[config.mk]
export PLATFORM = sky130hd
export DESIGN_NAME = conversor_ascii_a_tecla_flat
export DESIGN_NICKNAME = d
export VERILOG_FILES = /design/src/rtl/conversor_ascii_a_tecla_if.sv /design/src/rtl/conversor_ascii_a_tecla.sv /design/src/flat_wrapper.sv
export SDC_FILE = /design/constraint.sdc
export NUM_CORES = 1
export LEC_CHECK = 0
export ABC_AREA = 1
export ABC_CLOCK_PERIOD_IN_PS = 3150
export BUFFER_PORTS_ARGS = -buffer_cell sky130_fd_sc_hd__buf_2
export CORE_UTILIZATION = 45
export DETAILED_ROUTE_END_ITERATION = 16
export PLACE_DENSITY_LB_ADDON = 0.3
export SKIP_LAST_GASP = 1
export SLEW_MARGIN = 0
export SYNTH_ARGS = -nofsm -noshare
export SYNTH_HDL_FRONTEND = slang
export SYNTH_SLANG_ARGS = --single-unit
[constraint.sdc]
create_clock -name clk -period 3.15 [get_ports clk]
set_input_delay 0.1575 -clock clk [delete_from_list [all_inputs] [get_ports clk]]
set_output_delay 0.1575 -clock clk [all_outputs]
set_load 0.01 [all_outputs]
[src/rtl/conversor_ascii_a_tecla_if.sv]
// conversor_ascii_a_tecla_if: byte-in / key-code-out handshake bundle for the ASCII-to-key converter
interface conversor_ascii_a_tecla_if #(
  parameter int PROFUNDIDAD = 4,
  parameter int ANCHO_ERR = 8
);
  logic [7:0] ascii_8bits;
  logic ascii_valid;
  logic ascii_ready;
  logic [3:0] tecla_4bits;
  logic tecla_valid;
  logic tecla_ready;
  logic error_pulso;
  logic [ANCHO_ERR-1:0] error_cuenta;
  logic [$clog2(PROFUNDIDAD):0] ocupacion;
  modport master (
    output ascii_8bits, ascii_valid, tecla_ready,
    input ascii_ready, tecla_4bits, tecla_valid, error_pulso, error_cuenta, ocupacion
  );
  modport slave (
    input ascii_8bits, ascii_valid, tecla_ready,
    output ascii_ready, tecla_4bits, tecla_valid, error_pulso, error_cuenta, ocupacion
  );
endinterface

[src/rtl/conversor_ascii_a_tecla.sv]
// conversor_ascii_a_tecla: ASCII digit bytes -> 4-bit key codes through a small FIFO with error counting.
// Define DEC_ASCII_HEX_EN to also accept 'A'..'F' and 'a'..'f' as codes 4'hA..4'hF.
module conversor_ascii_a_tecla #(
  parameter int PROFUNDIDAD = 4,
  parameter int ANCHO_ERR = 8
) (
  input logic clk,
  input logic rst,
  conversor_ascii_a_tecla_if.slave bus
);
  localparam int A = $clog2(PROFUNDIDAD);
  localparam int W = A + 1;
  typedef enum logic [1:0] {VACIO, PARCIAL, LLENO} estado_t;
  estado_t estado, estado_sig;
  logic [3:0] mem [PROFUNDIDAD];
  logic [A-1:0] rd_ptr, wr_ptr;
  logic [W-1:0] cuenta, cuenta_sig;
  logic [ANCHO_ERR-1:0] errores;
  logic [3:0] codigo;
  logic listo, pulso, acepta, rechazo, push, pop, vacio, es_dig, es_hex, es_valido;
  always_comb begin
    es_dig = bus.ascii_8bits inside {[8'h30:8'h39]};
`ifdef DEC_ASCII_HEX_EN
    es_hex = bus.ascii_8bits inside {[8'h41:8'h46], [8'h61:8'h66]};
`else
    es_hex = 1'b0;
`endif
    es_valido = es_dig || es_hex;
    // letters have low nibble 1..6, so +9 lands on A..F
    codigo = es_dig ? bus.ascii_8bits[3:0] : bus.ascii_8bits[3:0] + 4'd9;
  end
  assign vacio = cuenta == '0;
  assign acepta = bus.ascii_valid && listo;
  assign rechazo = acepta && !es_valido;
  assign push = acepta && es_valido;
  assign pop = !vacio && bus.tecla_ready;
  assign cuenta_sig = cuenta + W'(push) - W'(pop);
  always_comb begin
    estado_sig = estado;
    case (estado)
      VACIO: estado_sig = push && !pop ? PARCIAL : VACIO;
      PARCIAL: estado_sig = cuenta_sig == W'(PROFUNDIDAD) ? LLENO : cuenta_sig == '0 ? VACIO : PARCIAL;
      LLENO: estado_sig = pop ? PARCIAL : LLENO;
      default: estado_sig = VACIO;
    endcase
  end
  always_ff @(posedge clk or posedge rst)
    if (rst) begin
      estado <= VACIO;
      cuenta <= '0;
      rd_ptr <= '0;
      wr_ptr <= '0;
      listo <= 1'b0;
      pulso <= 1'b0;
      errores <= '0;
    end else begin
      estado <= estado_sig;
      cuenta <= cuenta_sig;
      listo <= estado_sig != LLENO;
      if (push) wr_ptr <= wr_ptr + 1'b1;
      if (pop) rd_ptr <= rd_ptr + 1'b1;
      pulso <= rechazo;
      if (rechazo && errores != '1) errores <= errores + 1'b1;
    end
  always_ff @(posedge clk)
    if (push) mem[wr_ptr] <= codigo;
  assign bus.ascii_ready = listo;
  assign bus.tecla_valid = !vacio;
  assign bus.tecla_4bits = vacio ? 4'h0 : mem[rd_ptr];
  assign bus.error_pulso = pulso;
  assign bus.error_cuenta = errores;
  assign bus.ocupacion = cuenta;
endmodule

[src/flat_wrapper.sv]
// flat-port wrapper written by rule: the top's interface ports become plain ports
module conversor_ascii_a_tecla_flat 
#(
  parameter int PROFUNDIDAD = 4,
  parameter int ANCHO_ERR = 8
)
  (clk, rst, bus_ascii_8bits, bus_ascii_valid, bus_tecla_ready, bus_ascii_ready, bus_tecla_4bits, bus_tecla_valid, bus_error_pulso, bus_error_cuenta, bus_ocupacion);
  conversor_ascii_a_tecla_if #(.PROFUNDIDAD(PROFUNDIDAD), .ANCHO_ERR(ANCHO_ERR)) bus_i ();
  input logic clk;
  input logic rst;
  input wire logic [$bits(bus_i.ascii_8bits)-1:0] bus_ascii_8bits;
  input wire logic [$bits(bus_i.ascii_valid)-1:0] bus_ascii_valid;
  input wire logic [$bits(bus_i.tecla_ready)-1:0] bus_tecla_ready;
  output wire logic [$bits(bus_i.ascii_ready)-1:0] bus_ascii_ready;
  output wire logic [$bits(bus_i.tecla_4bits)-1:0] bus_tecla_4bits;
  output wire logic [$bits(bus_i.tecla_valid)-1:0] bus_tecla_valid;
  output wire logic [$bits(bus_i.error_pulso)-1:0] bus_error_pulso;
  output wire logic [$bits(bus_i.error_cuenta)-1:0] bus_error_cuenta;
  output wire logic [$bits(bus_i.ocupacion)-1:0] bus_ocupacion;
  assign bus_i.ascii_8bits = bus_ascii_8bits;
  assign bus_i.ascii_valid = bus_ascii_valid;
  assign bus_i.tecla_ready = bus_tecla_ready;
  assign bus_ascii_ready = bus_i.ascii_ready;
  assign bus_tecla_4bits = bus_i.tecla_4bits;
  assign bus_tecla_valid = bus_i.tecla_valid;
  assign bus_error_pulso = bus_i.error_pulso;
  assign bus_error_cuenta = bus_i.error_cuenta;
  assign bus_ocupacion = bus_i.ocupacion;
  conversor_ascii_a_tecla #(.PROFUNDIDAD(PROFUNDIDAD), .ANCHO_ERR(ANCHO_ERR)) u_core (.clk(clk), .rst(rst), .bus(bus_i));
endmodule
# Word-level counts from Yosys, hierarchy flattened
# Memory sizes are Yosys's and may differ from the RTL's.
# Index checks and enable logic that the tools add are counted.
# classes
add_sub_neg,6
n_mul,0
div,0
n_lt_le_gt_ge,2
n_eq_ne,5
shifts,0
n_mux,9
bitwise,0
n_reduce_logical,13
# ops
cell,n
$add A8 B1 Y8 const B,1
$ge A8 B6 Y1 const B,1
$le A8 B6 Y1 const B,1
$mux W4,2
$ne A8 B8 Y1 const B,1
$logic_and A1 B1 Y1,7
$logic_not A3 Y1,2
$pmux W2 S3,1
$add A2 B1 Y2 const B,2
$add A4 B4 Y4 const B,1
$mux W1,4
$mux W2,2
$add A3 B1 Y3,1
$eq A3 B3 Y1 const B,1
$logic_not A1 Y1,3
$sub A3 B1 Y3,1
$eq A2 B1 Y1 const B,1
$eq A2 B2 Y1 const B,1
$logic_not A2 Y1,1
$ne A2 B2 Y1 const B,1
# word_totals
ff_bits,19
latch_bits,0
ram_bits,16
romBits,0
output_inout_bits,18
n_memories,1
# mem_list
memory,depth,word_bits,read_ports,rd_clocked_by_memory_dff,wr,line,source
u_core.mem,4,4,1,0,1,conversor_ascii_a_tecla.sv:15,logic [3:0] mem [PROFUNDIDAD];

# Longest topological paths before layout
# Gate-level depths: netlist of run 1.
# depth
word_depth,10
mapped_depth,12
mapped_depth_nobuf,12

# Worst setup path before layout of run 1
# OpenSTA, ideal clock, no wires.
# synth_timing
path_type,reg-to-reg
from,"reg u_core.cuenta[1], in the netlist u_core.bus.ocupacion[1]"
to,"reg u_core.listo, in the netlist u_core.bus.ascii_ready"
setup_time_ns,0.130
arrival_ns,2.107
path_slack_ns,0.913
stages_incl_launch_ff,11
n_path_buf,0
synth_period_minus_slack_ns,2.237
cell_sequence,dfrtp_1 > nor2_1 > nand2_1 > nand2_1 > inv_1 > ha_1 > inv_1 > ha_1 > fa_1 > nor3_1 > a21oi_1
# synth_between
elab_chain_len,9
word_cells_on_any_way,15
classes_between,add/sub: 2; eq/ne: 2; mux: 5; reduce/logical: 6
# synth_rtl
element,line,source
"start, declared",conversor_ascii_a_tecla.sv:17,"logic [W-1:0] cuenta, cuenta_sig;"
"start signal, assigned",conversor_ascii_a_tecla.sv:58,cuenta <= cuenta_sig;
$logic_not A3 Y1 (*),conversor_ascii_a_tecla.sv:32,assign vacio = cuenta == '0;
$logic_not A1 Y1 (*),--,
named net bus_tecla_valid,flat_wrapper.sv:16,output wire logic [$bits(bus_i.tecla_valid)-1:0] bus_tecla_valid;
$logic_and A1 B1 Y1 (*),conversor_ascii_a_tecla.sv:36,assign pop = !vacio && bus.tecla_ready;
named net u_core.pop,conversor_ascii_a_tecla.sv:20,"logic listo, pulso, acepta, rechazo, push, pop, vacio, es_dig, es_hex, es_valido;"
$sub A3 B1 Y3 (*),conversor_ascii_a_tecla.sv:37,assign cuenta_sig = cuenta + W'(push) - W'(pop);
named net u_core.cuenta_sig[1],conversor_ascii_a_tecla.sv:17,
$logic_not A3 Y1,conversor_ascii_a_tecla.sv:42,PARCIAL: estado_sig = cuenta_sig == W'(PROFUNDIDAD) ? LLENO : cuenta_sig == '0 ? VACIO : PARCIAL;
$mux W1,conversor_ascii_a_tecla.sv:42,
$mux W2 (*),conversor_ascii_a_tecla.sv:42,
$pmux W2 S3 (*),conversor_ascii_a_tecla.sv:40,case (estado)
$ne A2 B2 Y1 (*),conversor_ascii_a_tecla.sv:59,listo <= estado_sig != LLENO;
"end signal, assigned",conversor_ascii_a_tecla.sv:53,listo <= 1'b0;
"end signal, assigned",conversor_ascii_a_tecla.sv:59,
"end, declared",conversor_ascii_a_tecla.sv:20,
# The timed path passes the listed nets; every way through them passes the cells marked *.
# A chain may end at the register's enable or synchronous reset.

# Final worst setup path of run 1
# layout_timing
from,"reg u_core.cuenta[1], in the netlist u_core.bus.ocupacion[1]"
to,"reg u_core.listo, in the netlist u_core.bus.ascii_ready"
# layout_between
elab_chain_len,9
word_cells_on_any_way,15
classes_between,add/sub: 2; eq/ne: 2; mux: 5; reduce/logical: 6
# layout_rtl
element,line
$logic_not A3 Y1 (*),conversor_ascii_a_tecla.sv:32
$logic_not A1 Y1 (*),conversor_ascii_a_tecla.sv:36
$logic_and A1 B1 Y1 (*),conversor_ascii_a_tecla.sv:36
named net u_core.pop,conversor_ascii_a_tecla.sv:20
$sub A3 B1 Y3 (*),conversor_ascii_a_tecla.sv:37
named net u_core.cuenta_sig[1],conversor_ascii_a_tecla.sv:17
$logic_not A3 Y1,conversor_ascii_a_tecla.sv:42
$mux W1,conversor_ascii_a_tecla.sv:42
$mux W2 (*),conversor_ascii_a_tecla.sv:42
$pmux W2 S3 (*),conversor_ascii_a_tecla.sv:40
$ne A2 B2 Y1 (*),conversor_ascii_a_tecla.sv:59
# Marked as above.

==> summary.md, run 1 <==
| Metric | Value |
|---|---|
| Combinational share of power | between 30 and 40% |
| Die Width | 66.2 um |
| Global route total overflow | 0 |
| Clock Tree Buf Depth | 2 |
| Die Ht | ~66 um |
| Detail Route Antenna Nets | 0 |
| Ports | 30 |
| Reg area | roughly 960 um2 |
| Yosys top cell by area | edfxtp_1 |
| Buffers added on ports | 29 |
| Die area | 4380 um2 |
| Final Max Tran Viols | 0 |
| Clock power frac | 18.8% |
| FMAX | 441 MHz |
| HP Class | primary input to asynchronous set/reset pin |
| Total track usage | approximately 17% |
| Final min period | 2.27 ns |
| Post-DP HPWL | 2390 um |
| WL per Instance | around 11 um |
| CTS tree | done |
| Cts repair resizes | 0 |
| Initial antenna violation count | 0 |
| RSZ-0062 raised after global routing | false |
| Failing checks | hold timing |
| DRT iter0 DRCs | 47 |
| H-tree lvl count | 2 |
| Tightest Pin Transition | approximately 0.72 ns |
| Mapped Area | between 1500 and 2000 um2 |
| Final setup TNS | 0 ns |
| DR DRC count | 0 |
| Row count | 22 |
| Count leader, synth | nand2_1 |
| CP arrival | 2.42 ns |
| Synth top area cells | edfxtp_1 26%, dfrtp_1 26%, nand2_1 8.7%, ha_1 7.4%, inv_1 5.9% |
| Pwr/cell area | 740 nW/um2 |
| Psw | 0.608 mW |
| Syn Inst Count | 204 |
| Count of final setup violators | 0 |
| Crit. End Element | flop |
| Reg clk slew, reported paths | 0.07 ns |
| Antenna diodes | 0 |
| TritonRoute pass-1 iters | 4 |
| Clock skew | 0.00504 ns |
| FF+latch count, synth | 35 |
| Final hold vios | 19 |
| Seq pwr share | between 40% and 50% |
| Synth-to-Final Area Change | 15.1% |
| Min Hold Slack | -0.00966 ns |
| Top_reg_cell synth | dfrtp_1 |
| Crit Path Category | flop to flop |
| Vias | about 1400 |
| Via/cell ratio | 4.77 |
| Crit path max fanout | 4 |
| Unique masters post-synth | 26 |
| Max-cap check violation count | 0 |
| Final #Nets | 263 |
| Syn_nets | 228 |
| Switching part of the total | 38.5% |
| Root buffer cell | clkbuf_8 |
| Total CTS buffers | 5 |
| Share of layout cells above drive strength 1 | a little under a fifth |
| Vias in the first global route | approximately 1200 |
| Outcome | complete, but fails checks |
| Fill count | 364 |
| Initial Utilization | 48.7% |
| Commonest cells in the netlist | 43 x nand2_1, 29 x inv_1, 29 x nor2_1 |
| Sequential area share after synthesis | 51.6% |
| Clock sink count | 35 |
| CP Launch Type | flop |
| Ys async rst share | ~54% |
| Critical path data required time | 3.31 ns |
| Post-CTS Setup Bufs | 0 |
| Peak VDD IR | 0.000317 V |
| Multi-input gate area | 774 um2 |
| P_int | 0.970 mW |
| Final Cell Area | 2130 um2 |
| Core area | 3800 um2 |
| First-pass GRT wire length | approximately 5300 um |
| Post-synth top area share | 25.9% |
| Syn Area/Cell | 9.08 um2 |
| Final period utilization | 72.0% |
| Pleak | 1.05 nW |
| GPL Wtd Cong | 0.749 |
| Final wirelength | 3140 um |
| Number of synthesis warnings | 0 |
| DP Area | 2050 um2 |
| Hold-fix buffers, CTS | 0 |
| Largest net degree at the start of global routing | 20 |
| Slew headroom | 51.7% |
| EDFF count, synth | 16 |
| Skew-Pair Late Insertion Delay | about 0.28 ns |
[cells by family (layout without fill, tap and decap cells)]
| logic type | count (synthesis) | after routing | synth area share (%) |
|---|---|---|---|
| simple gates | 96 | 96 | 23.6 |
| flops | 35 | 35 | 51.6 |
| buf+inv | 32 | 68 | 6.55 |
| compound gates | 21 | 21 | 5.95 |
| fa+ha+maj | 12 | 12 | 8.51 |
| xor+xnor | 8 | 8 | 3.78 |
[critical path: stages (launching register included)]
cell	delay (ns)
dfrtp_1	0.41
nor2_1	0.11
nand2_1	0.08
nand2_1	0.13
inv_1	0.09
ha_1	0.27
inv_1	0.04
ha_1	0.20
fa_1	0.47
nor3_1	0.26
a21oi_1	0.10
[per-stage QoR]
step / total power [mW] / instances / worst slack [ns] / utilization [%]
floorplan: 1.10 / 204 / 0.913 / -
global placement: 1.28 / 280 / 0.926 / 54.0
detailed placement: 1.29 / 280 / 0.883 / 54.0
CTS: 1.60 / 288 / 0.873 / 56.1
global route: 1.72 / 288 / 0.673 / 56.1
finish: 1.58 / 288 / 0.883 / 56.1
[layout make-up]
class                      count  area share (%)
clock buffer                   6            3.40
clock inverter                 2           0.352
inverter                      31            5.46
multi-input combinational    137            36.3
sequential                    35            44.8
tap                           48            2.82
timing repair buffer          29            6.81
[final timing paths]
| kind | end | startpoint | cells past startpoint | slack (ns) |
|---|---|---|---|---|
| min reg2reg | u_core.bus.error_cuenta[1] | u_core.bus.error_cuenta[1] | 2 | 0.54 |
| min in group clk | u_core.estado[0] | bus_tecla_ready | 4 | 0.23 |
| max in group asynchronous | u_core.bus.error_cuenta[0] | rst | 2 | 2.70 |
| max reg2reg | u_core.bus.ascii_ready | u_core.bus.ocupacion[1] | 10 | 0.88 |
| min | u_core.estado[1] | rst | 2 | -0.01 |
| max | u_core.bus.ascii_ready | u_core.bus.ocupacion[1] | 10 | 0.88 |
[flip-flops by register name, summed over array words and instances (netlist names)]
name,flops
u_core.mem,16
u_core.bus.error_cuenta,8
u_core.bus.ocupacion,3
u_core.estado,2
u_core.rd_ptr,2
u_core.wr_ptr,2
u_core.bus.ascii_ready,1
u_core.bus.error_pulso,1
[power by group through the flow]
stage | clock network [mW] | registers [mW] | logic, mW
floorplan | 0 | 0.685 | 0.417
global placement | 0 | 0.687 | 0.593
detailed placement | 0 | 0.688 | 0.606
CTS | 0.306 | 0.680 | 0.609
global route | 0.327 | 0.700 | 0.696
finish | 0.297 | 0.682 | 0.600
[layer usage]
metal  vias up  track usage (%)  part of all wire (%)
met3         4             3.62                   3.7
met2        27             28.3                    49
met4         0             7.18                   1.2
met5         -                0                     0
met1       622             19.9                    46
li1        720                -                     -
[cell usage in the layout (no fill, tap or decap)]
cell / netlist / final
a21oi_1: 6 / 6
buf_2: 1 / 29
clkbuf_1: 0 / 1
clkbuf_8: 0 / 5
clkinv_1: 0 / 2
dfrtp_1: 19 / 19
edfxtp_1: 16 / 16
fa_1: 1 / 1
ha_1: 11 / 11
inv_1: 29 / 29
inv_2: 2 / 2
nand2_1: 43 / 43
nand2_2: 3 / 3
nand2_4: 1 / 1
nand3_1: 9 / 9
nand3_2: 1 / 1
nand3_4: 1 / 1
nand3b_1: 1 / 1
nand4_1: 5 / 5
nor2_1: 29 / 29
nor2_4: 1 / 1
nor2b_2: 1 / 1
nor3_1: 1 / 1
o21ai_0: 11 / 11
o21ai_1: 2 / 2
o21ai_2: 1 / 1
o22ai_1: 1 / 1
xnor2_1: 2 / 2
xor2_1: 6 / 6
(Power assumes the default switching activity.)
==> run 2, diff against run 1 <==
--- a/config.mk
+++ b/config.mk
@@ -6,7 +6,7 @@
 export NUM_CORES = 1
 export LEC_CHECK = 0
 export ABC_AREA = 1
-export ABC_CLOCK_PERIOD_IN_PS = 3150
+export ABC_CLOCK_PERIOD_IN_PS = 2350
 export BUFFER_PORTS_ARGS = -buffer_cell sky130_fd_sc_hd__buf_2
 export CORE_UTILIZATION = 45
 export DETAILED_ROUTE_END_ITERATION = 16
==> constraint.sdc (replaced) <==
create_clock -name clk -period 2.35 [get_ports clk]
set_input_delay 0.1175 -clock clk [delete_from_list [all_inputs] [get_ports clk]]
set_output_delay 0.1175 -clock clk [all_outputs]
set_load 0.01 [all_outputs]
==> summary.md, run 2 (synthesized netlist as in run 1, its figures left out) <==
| Metric | Value |
|---|---|
| Final min period | roughly 2.2 ns |
| Final setup margin | 0.146 ns |
| Die area | 4380 um2 |
| Tightest Pin Transition | about 0.74 ns |
| HP Class | primary input to flop |
| Global route total overflow | 0 |
| Total CTS buffers | 5 |
| FMAX | 454 MHz |
| Commonest cells after routing, fill and taps aside | 42 x nand2_1, 29 x nor2_1, 29 x inv_1, 29 x buf_2, 19 x dfrtp_1 |
| Synth-to-Final Area Change | 18.3% |
| Core area | 3800 um2 |
| CP arrival | 2.42 ns |
| Slew headroom | 50.5% |
| Count of final setup violators | 0 |
| Largest net degree at the start of global routing | 20 |
| Die Ht | 66.2 um |
| Reg area | 956 um2 |
| Largest Register | u_core.mem |
| Peak VDD IR | 0.000384 V |
| Initial antenna violation count | 0 |
| Critical path data required time | roughly 2.6 ns |
| Most common cell after layout, fill and taps aside | nand2_1 |
| Antenna diodes | 0 |
| Clock power frac | 23.1% |
| CP Launch Type | flop |
| Fill count | 360 |
| Psw | 0.842 mW |
| Via/cell ratio | about 4.8 |
| Initial Utilization | approximately half |
| Met1 wire length | around 1600 um |
| Clock skew | 0.00737 ns |
| DRT iter0 DRCs | 42 |
| Reg clk slew, reported paths | 0.07 ns |
| Crit. End Element | flop |
| Detail Route Antenna Nets | 0 |
| Buffers added on ports | 29 |
| Clock sink count | 35 |
| Max reg flops | 16 |
| WL met3 | 114 um |
| Min Hold Slack | 0.148 ns |
| Seq pwr share | approximately two fifths |
| Pleak | ~1.1 nW |
| H-tree lvl count | 2 |
| Max Used Layer | met4 |
| WL per Instance | 11.2 um |
| Row count | 22 |
| Final setup TNS | 0 ns |
| Final hold vios | 0 |
| Met2 wire length | around 1500 um |
| First-pass GRT wire length | 5510 um |
| Outcome | completed |
| Switching part of the total | between 30% and 40% |
| Combinational share of power | between 30% and 40% |
| Die Width | 66.2 um |
| Crit path max fanout | 4 |
| P_int | 1.43 mW |
| Ports | 30 |
| DP Worst Slack | just under 0.07 ns |
| CTS tree | done |
| Final #Nets | 266 |
| Root buffer cell | clkbuf_8 |
| Final wirelength | between 3000 and 4000 um |
| Final Max Tran Viols | 0 |
| Vias in the first global route | 1278 |
| Clock Tree Buf Depth | 2 |
| Pwr/cell area | 1040 nW/um2 |
| Total track usage | 17.1% |
| Max-cap check violation count | 0 |
| DR DRC count | 0 |
| TritonRoute pass-1 iters | 4 |
| Skew-Pair Late Insertion Delay | between 0.2 and 0.3 ns |
| Share of layout cells above drive strength 1 | slightly above 20% |
| Final period utilization | 93.8% |
| Vias | 1384 |
| Crit Path Category | flop to flop |
| Multi-input gate area | 782 um2 |
| Post-DP HPWL | 2410 um |
| GPL Wtd Cong | 0.757 |
-- run 2: cell types whose count changed in the layout (fill, tap and decap cells not counted) --
cell | before | now
bufinv_16 | 0 | 1
nand2_1 | 43 | 42
nor3_2 | 0 | 1
nand2_2 | 3 | 4
clkbuf_1 | 1 | 2
buf_4 | 0 | 2
clkinv_1 | 2 | 0
dlygate4sd3_1 | 0 | 1
nor3_1 | 1 | 0
-- run 2: area by class of cell --
type,instances,area share [%]
clock buffers,7,3.48
clock inverters,1,1.37
flip-flops and latches,35,43.6
multi-input cells,137,35.7
repair buffers,32,7.77
inverters,31,5.31
well taps,48,2.74
-- run 2: per-layer routing --
metal	global-route usage, %	up-vias
met3	3.62	2
li1	-	721
met2	29.2	24
met1	20.4	637
met4	7.98	0
met5	0	-
-- run 2: per-stage QoR --
stage | power [mW] | instance area, um2 | util [%] | cells
finish | 2.27 | 2190 | 57.7 | 291
global route | 2.48 | 2190 | 57.7 | 291
CTS | 2.28 | 2180 | 57.3 | 290
detailed placement | 1.75 | 2060 | 54.2 | 281
global placement | 1.72 | 2060 | 54.2 | 281
floorplan | 1.48 | 1850 | - | 204
-- run 2: repair_timing --
item                       in CTS  in global routing
resized for setup               0                  2
setup endpoints to repair       0                  3
setup buffers                   0                  1
hold buffers                    1                  0
hold endpoints to repair       19                  0
-- run 2: final timing paths --
path                                                 start                          to  slack [ns]  depth (start not counted)
worst max-delay path               u_core.bus.ocupacion[1]            u_core.estado[0]        0.15                         12
worst min register to register  u_core.bus.error_cuenta[1]  u_core.bus.error_cuenta[1]        0.54                          2
worst max register to register     u_core.bus.ocupacion[1]            u_core.estado[0]        0.15                         12
worst min-delay path                       bus_tecla_ready            u_core.estado[0]        0.15                          4
max in group asynchronous                              rst  u_core.bus.error_cuenta[2]        1.36                          3
min in group asynchronous                              rst      u_core.bus.ascii_ready        0.52                          3
-- run 2: power groups by stage --
stage	sequential [mW]	clock, mW	combinational [mW]
after floorplan	0.918	0	0.559
final	0.916	0.526	0.832
after detailed placement	0.930	0	0.819
after global routing	0.936	0.568	0.980
after CTS	0.919	0.534	0.823
after global placement	0.923	0	0.801
-- run 2: critical path, stage by stage, from the launching register on --
cell	delay [ns]
dfrtp_1	0.41
nor2_1	0.11
nand2_1	0.09
nand2_2	0.10
inv_1	0.07
ha_1	0.27
inv_1	0.04
ha_1	0.19
fa_1	0.53
nor2_1	0.07
o22ai_1	0.15
inv_1	0.05
o21ai_1	0.06
